==> config.mk <==
export PLATFORM = sky130hd
export DESIGN_NAME = cpu_timing_sequencer
export DESIGN_NICKNAME = d
export VERILOG_FILES = /design/src/rtl/cpu_ctrl_pkg.sv /design/src/rtl/onehot_decoder.sv /design/src/rtl/cpu_timing_sequencer.sv
export SDC_FILE = /design/constraint.sdc
export NUM_CORES = 1
export LEC_CHECK = 0
export ABC_CLOCK_PERIOD_IN_PS = 3200
export CAP_MARGIN = 20
export CORE_UTILIZATION = 36
export CTS_CLUSTER_SIZE = 40
export DETAILED_ROUTE_END_ITERATION = 10
export PLACE_DENSITY = 0.9
export REMOVE_ABC_BUFFERS = 1
export SETUP_SLACK_MARGIN = 0.05
export SYNTH_ARGS = -nofsm -noshare
export SYNTH_HDL_FRONTEND = slang
export SYNTH_HIERARCHICAL = 1
export SYNTH_SLANG_ARGS = --single-unit
==> constraint.sdc <==
create_clock -name Clock -period 3.2 [get_ports Clock]
set_input_delay 0.64 -clock Clock [delete_from_list [all_inputs] [get_ports Clock]]
set_output_delay 0.64 -clock Clock [all_outputs]
set_load 0.01 [all_outputs]
==> src/rtl/cpu_ctrl_pkg.sv <==
// Shared defaults, opcode names and sizing helpers for the CPU control unit.
package cpu_ctrl_pkg;

    localparam int DEF_NUM_T   = 12;
    localparam int DEF_INSTR_W = 16;
    localparam int DEF_OPC_W   = 6;

    localparam logic [DEF_OPC_W-1:0] OPC_NOP   = 6'd0;
    localparam logic [DEF_OPC_W-1:0] OPC_LOAD  = 6'd1;
    localparam logic [DEF_OPC_W-1:0] OPC_STORE = 6'd2;
    localparam logic [DEF_OPC_W-1:0] OPC_ADD   = 6'd3;
    localparam logic [DEF_OPC_W-1:0] OPC_SUB   = 6'd4;
    localparam logic [DEF_OPC_W-1:0] OPC_AND   = 6'd5;
    localparam logic [DEF_OPC_W-1:0] OPC_OR    = 6'd6;
    localparam logic [DEF_OPC_W-1:0] OPC_JMP   = 6'd7;

    // PH_IDLE covers both reset and a halted T0: bus released, no strobes.
    typedef enum logic [1:0] {
        PH_IDLE  = 2'd0,
        PH_FETCH = 2'd1,
        PH_EXEC  = 2'd2
    } phase_t;

    // Bits needed to hold an index 0..n-1, never less than one.
    function automatic int idx_width(input int n);
        return (n > 1) ? $clog2(n) : 1;
    endfunction

endpackage

==> src/rtl/onehot_decoder.sv <==
// N-bit binary to 2**N one-hot decoder; output is all zero while disabled.
module onehot_decoder #(
    parameter int N = 6
) (
    input  logic            en,
    input  logic [N-1:0]    sel,
    output logic [2**N-1:0] dec
);

    assign dec = en ? ((2**N)'(1) << sel) : '0;

endmodule

==> src/rtl/cpu_timing_sequencer.sv <==
// One-hot T sequencer: multi-beat IR fetch with wait states, opcode decode in
// execute, return to T0 on EndInstr or on running off the last timing state.
module cpu_timing_sequencer
    import cpu_ctrl_pkg::*;
#(
    parameter int NUM_T   = DEF_NUM_T,
    parameter int INSTR_W = DEF_INSTR_W,
    parameter int FETCH_W = 8,
    parameter int OPC_W   = DEF_OPC_W,
    parameter int CNT_W   = 16
) (
    input  logic                                    Clock,
    input  logic                                    Reset,
    input  logic                                    MemReady,
    input  logic                                    Stall,
    input  logic                                    EndInstr,
    input  logic                                    Halt,
    input  logic [INSTR_W-1:0]                      IROut,
    output logic [NUM_T-1:0]                        T,
    output logic                                    Mem_CS,
    output logic                                    Mem_WR,
    output logic                                    IR_Write,
    output logic [idx_width(INSTR_W/FETCH_W)-1:0]   IR_Sel,
    output logic                                    PC_Inc,
    output logic [OPC_W-1:0]                        Opcode,
    output logic [2**OPC_W-1:0]                     D,
    output logic                                    DecodeVld,
    output logic [CNT_W-1:0]                        InstrCount,
    output logic                                    Overrun
);

    localparam int NF = INSTR_W / FETCH_W;
    localparam int TW = idx_width(NUM_T);
    localparam int SW = idx_width(NF);

    logic [TW-1:0]    t_idx;
    logic [TW-1:0]    t_idx_next;
    logic [CNT_W-1:0] count_next;
    logic             overrun_next;
    phase_t           phase;
    logic             unused_ir_bits;

    assign Opcode         = IROut[INSTR_W-1 -: OPC_W];
    assign unused_ir_bits = ^IROut[INSTR_W-OPC_W-1:0];
    assign T              = NUM_T'(1) << t_idx;

    always_ff @(posedge Clock or negedge Reset) begin
        if (!Reset) begin
            t_idx      <= '0;
            InstrCount <= '0;
            Overrun    <= 1'b0;
        end else begin
            t_idx      <= t_idx_next;
            InstrCount <= count_next;
            Overrun    <= overrun_next;
        end
    end

    always_comb begin
        t_idx_next   = t_idx;
        count_next   = InstrCount;
        overrun_next = Overrun;
        Mem_CS       = 1'b1;
        Mem_WR       = 1'b0;
        IR_Write     = 1'b0;
        PC_Inc       = 1'b0;
        IR_Sel       = '0;
        DecodeVld    = 1'b0;
        phase        = PH_EXEC;

        // Reset is looked at here too so the outputs go quiet immediately,
        // not only after the next clock edge.
        if (!Reset || (t_idx == '0 && Halt)) begin
            phase = PH_IDLE;
        end else if (t_idx < TW'(NF)) begin
            phase = PH_FETCH;
        end

        case (phase)
            PH_FETCH: begin
                Mem_CS   = 1'b0;
                IR_Sel   = t_idx[SW-1:0];
                IR_Write = MemReady;
                PC_Inc   = MemReady;
                if (MemReady) begin
                    t_idx_next = t_idx + TW'(1);
                end
            end
            PH_EXEC: begin
                DecodeVld = 1'b1;
                // Stall wins over EndInstr; the controller keeps EndInstr up.
                if (Stall) begin
                    t_idx_next = t_idx;
                end else if (EndInstr) begin
                    t_idx_next = '0;
                    count_next = InstrCount + CNT_W'(1);
                end else if (t_idx == TW'(NUM_T - 1)) begin
                    t_idx_next   = '0;
                    overrun_next = 1'b1;
                end else begin
                    t_idx_next = t_idx + TW'(1);
                end
            end
            default: ;
        endcase
    end

    onehot_decoder #(
        .N(OPC_W)
    ) u_decoder (
        .en  (DecodeVld),
        .sel (Opcode),
        .dec (D)
    );

endmodule

# Word level (Yosys, flattened, before mapping)
# Index checks and enable logic that the tools add are counted.
# Widths: inputs -> output; s select.
[op_classes]
n_addsub = 2
multipliers = 0
div = 0
magnitude_cmp = 1
eq_ne = 5
n_shift = 2
muxes = 12
bitwise = 2
n_reduce_logical = 8
[op_table]
columns = ["operator", "count"]
rows = [
  ["$mux 64", 1],
  ["$shl 1x6->64 const A", 1],
  ["$add 16x1->16 const B", 1],
  ["$mux 4", 4],
  ["$shl 1x4->12 const A", 1],
  ["$pmux 4 s2", 1],
  ["$reduce_and 3->1", 2],
  ["$add 4x1->4 const B", 1],
  ["$eq 4x4->1 const B", 1],
  ["$logic_not 4->1", 1],
  ["$lt 4x2->1 const B", 1],
  ["$mux 1", 4],
  ["$mux 2", 2],
  ["$ne 2x2->1 const B", 2],
  ["$reduce_and 4->1", 1],
  ["$eq 2x1->1 const B", 1],
  ["$eq 2x2->1 const B", 1],
  ["$not 1->1", 2],
  ["$reduce_bool 2->1", 1],
  ["$logic_and 1x1->1", 1],
  ["$logic_not 1->1", 1],
  ["$logic_or 1x1->1", 1],
]
[word_totals]
ff_bits = 21
latch_bits = 0
ram_bits = 0
rom_bits = 0
inputBits = 22
output_inout_bits = 105
word_cells = 35
memories = 0

# Logic depth before layout (Yosys ltp)
[depth]
ltp_word = 7
depth_mapped = 9
depth_no_buf = 7

# Modules after synthesis
# Netlist, hierarchy kept.
[modules_own_cells]
columns = ["module", "instances", "cells_per_inst", "area_per_inst_um2"]
rows = [
  ["cpu_timing_sequencer", 1, 131, 1287.5],
  ["onehot_decoder", 1, 108, 585.6],
]

# Worst setup path before layout
# No wires, ideal clock.
[synth_path]
path_type = "register to output"
from = "register t_idx[1]"
to = "output D[12]"
t_arrival_ns = 2.217
slack_ns = 0.343
path_stages_with_launch = 10
path_buffers = 2
path_cell_list = "dfrtp_1 inv_1 ha_1 a21boi_0 o21ai_0 inv_1 buf_2 or3b_1 clkbuf_1 nor3_1"
[synth_via]
elab_chain_cells = 7
word_cells_on_any_way = 9
cone_classes = "order compare: 1; eq/ne: 1; mux: 4; reduce/logical: 3"
[synth_lines]
columns = ["element", "line", "source"]
rows = [
  ["start, declared", "cpu_timing_sequencer.sv:36", "logic [TW-1:0] t_idx;"],
  ["start signal, assigned", "cpu_timing_sequencer.sv:53", "t_idx <= t_idx_next;"],
  ["parallel branches: the longest is 3 deep, another holds $lt 4x2->1", "n/a", ""],
  ["$mux 2 (*)", "cpu_timing_sequencer.sv:73", "if (!Reset || (t_idx == '0 && Halt)) begin"],
  ["$eq 2x2->1 (*)", "cpu_timing_sequencer.sv:79", "case (phase)"],
  ["$mux 1 (*)", "cpu_timing_sequencer.sv:79", ""],
  ["via DecodeVld", "cpu_timing_sequencer.sv:27", "output logic DecodeVld,"],
  ["$mux 64 (*)", "onehot_decoder.sv:10", "assign dec = en ? ((2**N)'(1) << sel) : '0;"],
  ["end, declared", "cpu_timing_sequencer.sv:26", "output logic [2**OPC_W-1:0] D,"],
]
# Mark *: on every way through the listed nets, which the timed path passes.

# Worst setup path after layout
[layout_path]
from = "input Halt"
to = "output D[10]"
[layout_via]
elab_chain_cells = 6
[layout_lines]
columns = ["element", "line", "source"]
rows = [
  ["start, declared", "cpu_timing_sequencer.sv:17", "input logic Halt,"],
  ["$logic_and 1x1->1", "cpu_timing_sequencer.sv:73", ""],
  ["$logic_or 1x1->1", "cpu_timing_sequencer.sv:73", ""],
  ["$mux 2", "cpu_timing_sequencer.sv:73", ""],
  ["$eq 2x2->1", "cpu_timing_sequencer.sv:79", ""],
  ["$mux 1", "cpu_timing_sequencer.sv:79", ""],
  ["$mux 64", "onehot_decoder.sv:10", ""],
]
# No other way between the ends.

==> impl_metrics.py <==
metrics = {
    "timing": {
        "drv_slew": 0,
        "period_share_pct": 96.93,
        "fmax_mhz": 322.4,
        "rsz0062_at_grt": "true",
        "setup_viol_count_final": 0,
        "min_period_ps": 3102,
        "setup_ws_ps": 98.21,
        "clock-skew-final_ps": 3.879,
        "hold_violations": 0,
    },
    "placed_design": {
        "dp_hpwl_microns": 4693,
        "gp_congestion": 0.8806,
        "dp_slack_ps": -302.3,
        "numPortBuffers": 115,
    },
    "routing": {
        "vias_per_cell": 5.125,
        "wl_microns": 6309,
        "post_drt_wl_per_cell_microns": 14.34,
        "vias": 2255,
        "drc": 0,
        "final_antenna_net_count": 0,
        "drt_iter0_markers": 95,
        "first_pass_iters": 4,
    },
    "critical_path": {
        "end_kind": "output pin",
        "crit_start": "Halt",
        "r2r_cells": 7,
        "reg2reg_slack_ps": 920,
        "arrival_ps": 2460,
        "r2r_end": "InstrCount[15]",
        "start_kind": "primary input",
        "rr_startpoint": "t_idx[0]",
        "critical_path_required_ps": 2560,
        "cp-endpoint": "D[10]",
        "critPathKind": "primary input to output pin",
        "worstPathMaxFanout": 6,
    },
    "final_layout": {
        "fillerInstances": 434,
        "drive_above_1_share_pct": 22.52,
        "fin_nets": 403,
        "antennaDiodeCount": 0,
        "syn_to_final_growth_pct": 70.27,
    },
    "yosys": {
        "yosys_register_bits": 21,
        "synthSimpleGateAreaFrac_pct": 42.15,
        "seq_area_frac_synth_pct": 28.06,
        "yosys-top-cells-area": "dfrtp_1, nor3_1, nor2_1, ha_1, xor2_1",
        "synth_edf_count": 0,
        "yosys_warnings": 6,
        "async_flop_share_pct": 100.0,
        "yosysUniqueCellTypes": 46,
        "synth_top_family_by_area": "simple AND/OR/NAND/NOR gates",
        "synth_mux_area_share_pct": 2.204,
        "syn-mean-instance-area_sq_um": 7.837,
        "synth_area_leader_cell": "dfrtp_1",
        "synth_area_sq_um": 1873,
        "synth_compound_area_share_pct": 5.411,
        "synth_adder_area_share_pct": 4.676,
        "synth_xor_area_share_pct": 7.014,
        "synthCells": 239,
        "yosys_most_used_dff": "dfrtp_1",
        "yosys.area.top_type_share_pct": 28.06,
    },
    "power_and_ir_drop": {
        "power.leakage_nw": 1.546,
        "power_density_nw_per_um2": 446.8,
        "ir_drop_uv": 404.1,
        "power.total_mw": 1.425,
    },
    "cts": {
        "numCtsBuffers": 3,
        "clock-sinks": 21,
        "htreeDepth": 1,
        "clockBufferDepth": 2,
        "clk_latency_ps": 260,
        "cts_tree": "yes",
        "postCtsHoldBufs": 0,
        "cts_root_buffer": "clkbuf_8",
        "clk_pin_slew_ps": 70,
    },
    "floorplan": {
        "io_pins": 127,
        "start_util_pct": 38.63,
        "die-area_sq_um": 5495,
        "die_width_microns": 74.13,
        "placement_rows": 25,
        "core-area_sq_um": 4848,
        "die_h_microns": 74.13,
    },
    "min_path": {
        "min-delay-start": "InstrCount[15]",
        "hold_class": "flop to flop",
    },
    "grt": {
        "track_usage_pct": 22.65,
        "grt_pass1_wl_microns": 9784,
        "grt_max_degree": 23,
        "grt_pass1_vias": 2086,
        "antenna_found_initial": 0,
        "grt_overflow": 0,
    },
    "run_status": {
        "outcome": "finished clean",
    },
    "flow_run": {
        "maxCapViolCount": 0,
    },
}
[through the flow]
step | TNS [ps] | area (sq um) | hold WS, ps | std cells | util, %
floorplan | 0 | 1722 | 344.4 | 212 | -
global placement | -7112 | 3152 | 454.5 | 420 | 65.01
detailed placement | -10330 | 3152 | 466.2 | 420 | 65.01
CTS | 0 | 3238 | 476.4 | 437 | 66.79
global route | 0 | 3189 | 494.9 | 440 | 65.78
finish | 0 | 3189 | 466.5 | 440 | 65.78
[worst min-delay path by stage]
stage,end,cells past startpoint,slack (ps)
after floorplan,InstrCount[0],0,340
after global placement,Overrun,1,450
after detailed placement,Overrun,1,470
after CTS,InstrCount[15],1,480
after global routing,InstrCount[15],1,490
final,InstrCount[15],1,470
[area by class of cell]
type                    instances  area (sq um)  share of cell area (%)
repair buffers                157          1314                   41.19
multi-input cells             180          1179                   36.96
flip-flops and latches         21         525.5                   16.48
well taps                      67         83.83                   2.628
clock buffers                   3         41.29                   1.295
inverters                      11         41.29                   1.295
clock inverters                 1         5.005                  0.1569
[critical path, stage by stage]
cell	delay, ps
clkdlybuf4s50_1	440
a21boi_2	180
o21ai_1	110
inv_2	90
or4b_4	510
buf_4	160
nor2_1	70
dlygate4sd2_1	270
[cells in the final DEF (no fill, tap or decap), drive strengths merged, types with 2 or more instances in the layout]
cell and n:
and3 3, inv 11, clkdlybuf4s50 51, nand2 12, nand3b 6, clkbuf 19
dfrtp 21, clkdlybuf4s15 2, nor4 3, xnor2 6, nand4 5, nand4b 3
nor3 45, mux2i 3, nand2b 6, ha 7, nor2 32, or3b 2
dlygate4sd2 42, or2 3, buf 46, nand4bb 2, xor2 9, and2 7
nand3 7, nor2b 2
[logic make-up (layout without fill, tap and decap cells)]
| group | after synthesis | count (layout) |
|---|---|---|
| simple gates | 142 | 142 |
| compound gates | 11 | 11 |
| other cells | 1 | 1 |
| flops | 21 | 21 |
| buf+inv | 38 | 172 |
| mux | 4 | 4 |
| fa+ha+maj | 7 | 7 |
| xor+xnor | 15 | 15 |
[synthesized netlist by cell type (2+ instances only)]
cell type and instances:
nand4bb_1 2, nand3_1 7, clkbuf_1 12, nand3b_1 6
mux2i_1 3, nor2b_1 2, ha_1 7, buf_2 4
buf_6 2, nand2b_1 6, buf_4 8, dfrtp_1 21
and2_1 7, nand4b_1 3, xnor2_1 6, nand2_1 12
nor4_2 2, nor3_2 4, or2_2 3, nand4_1 5
and3_1 3, xor2_1 9, inv_1 11, nor3_1 41
nor2_1 32
[flip-flops by register name, summed over array words and instances (netlist names)]
name / flops
InstrCount: 16
t_idx: 4
Overrun: 1
[routing by layer]
metal	vias up	GRT usage, %	wire length (microns)
met5	-	0	0
met4	0	6.624	47
met3	6	3.523	497
met2	99	42.93	3244
met1	1071	25.98	2519
li1	1079	-	-
[timing repair]
| item | 4_1_cts | 5_1_grt |
|---|---|---|
| hold endpoints to repair | 0 | 0 |
| gates resized for setup | 81 | 43 |
| pin swaps | 2 | 2 |
| endpoints found under the setup margin | 65 | 59 |
| setup buffers | 13 | 3 |
[report_power, final]
group	switching [mW]	internal (mW)
combinational	0.412	0.444
sequential	0.0688	0.324
clock	0.0887	0.0869
total	0.570	0.855
(Power assumes the default switching activity.)
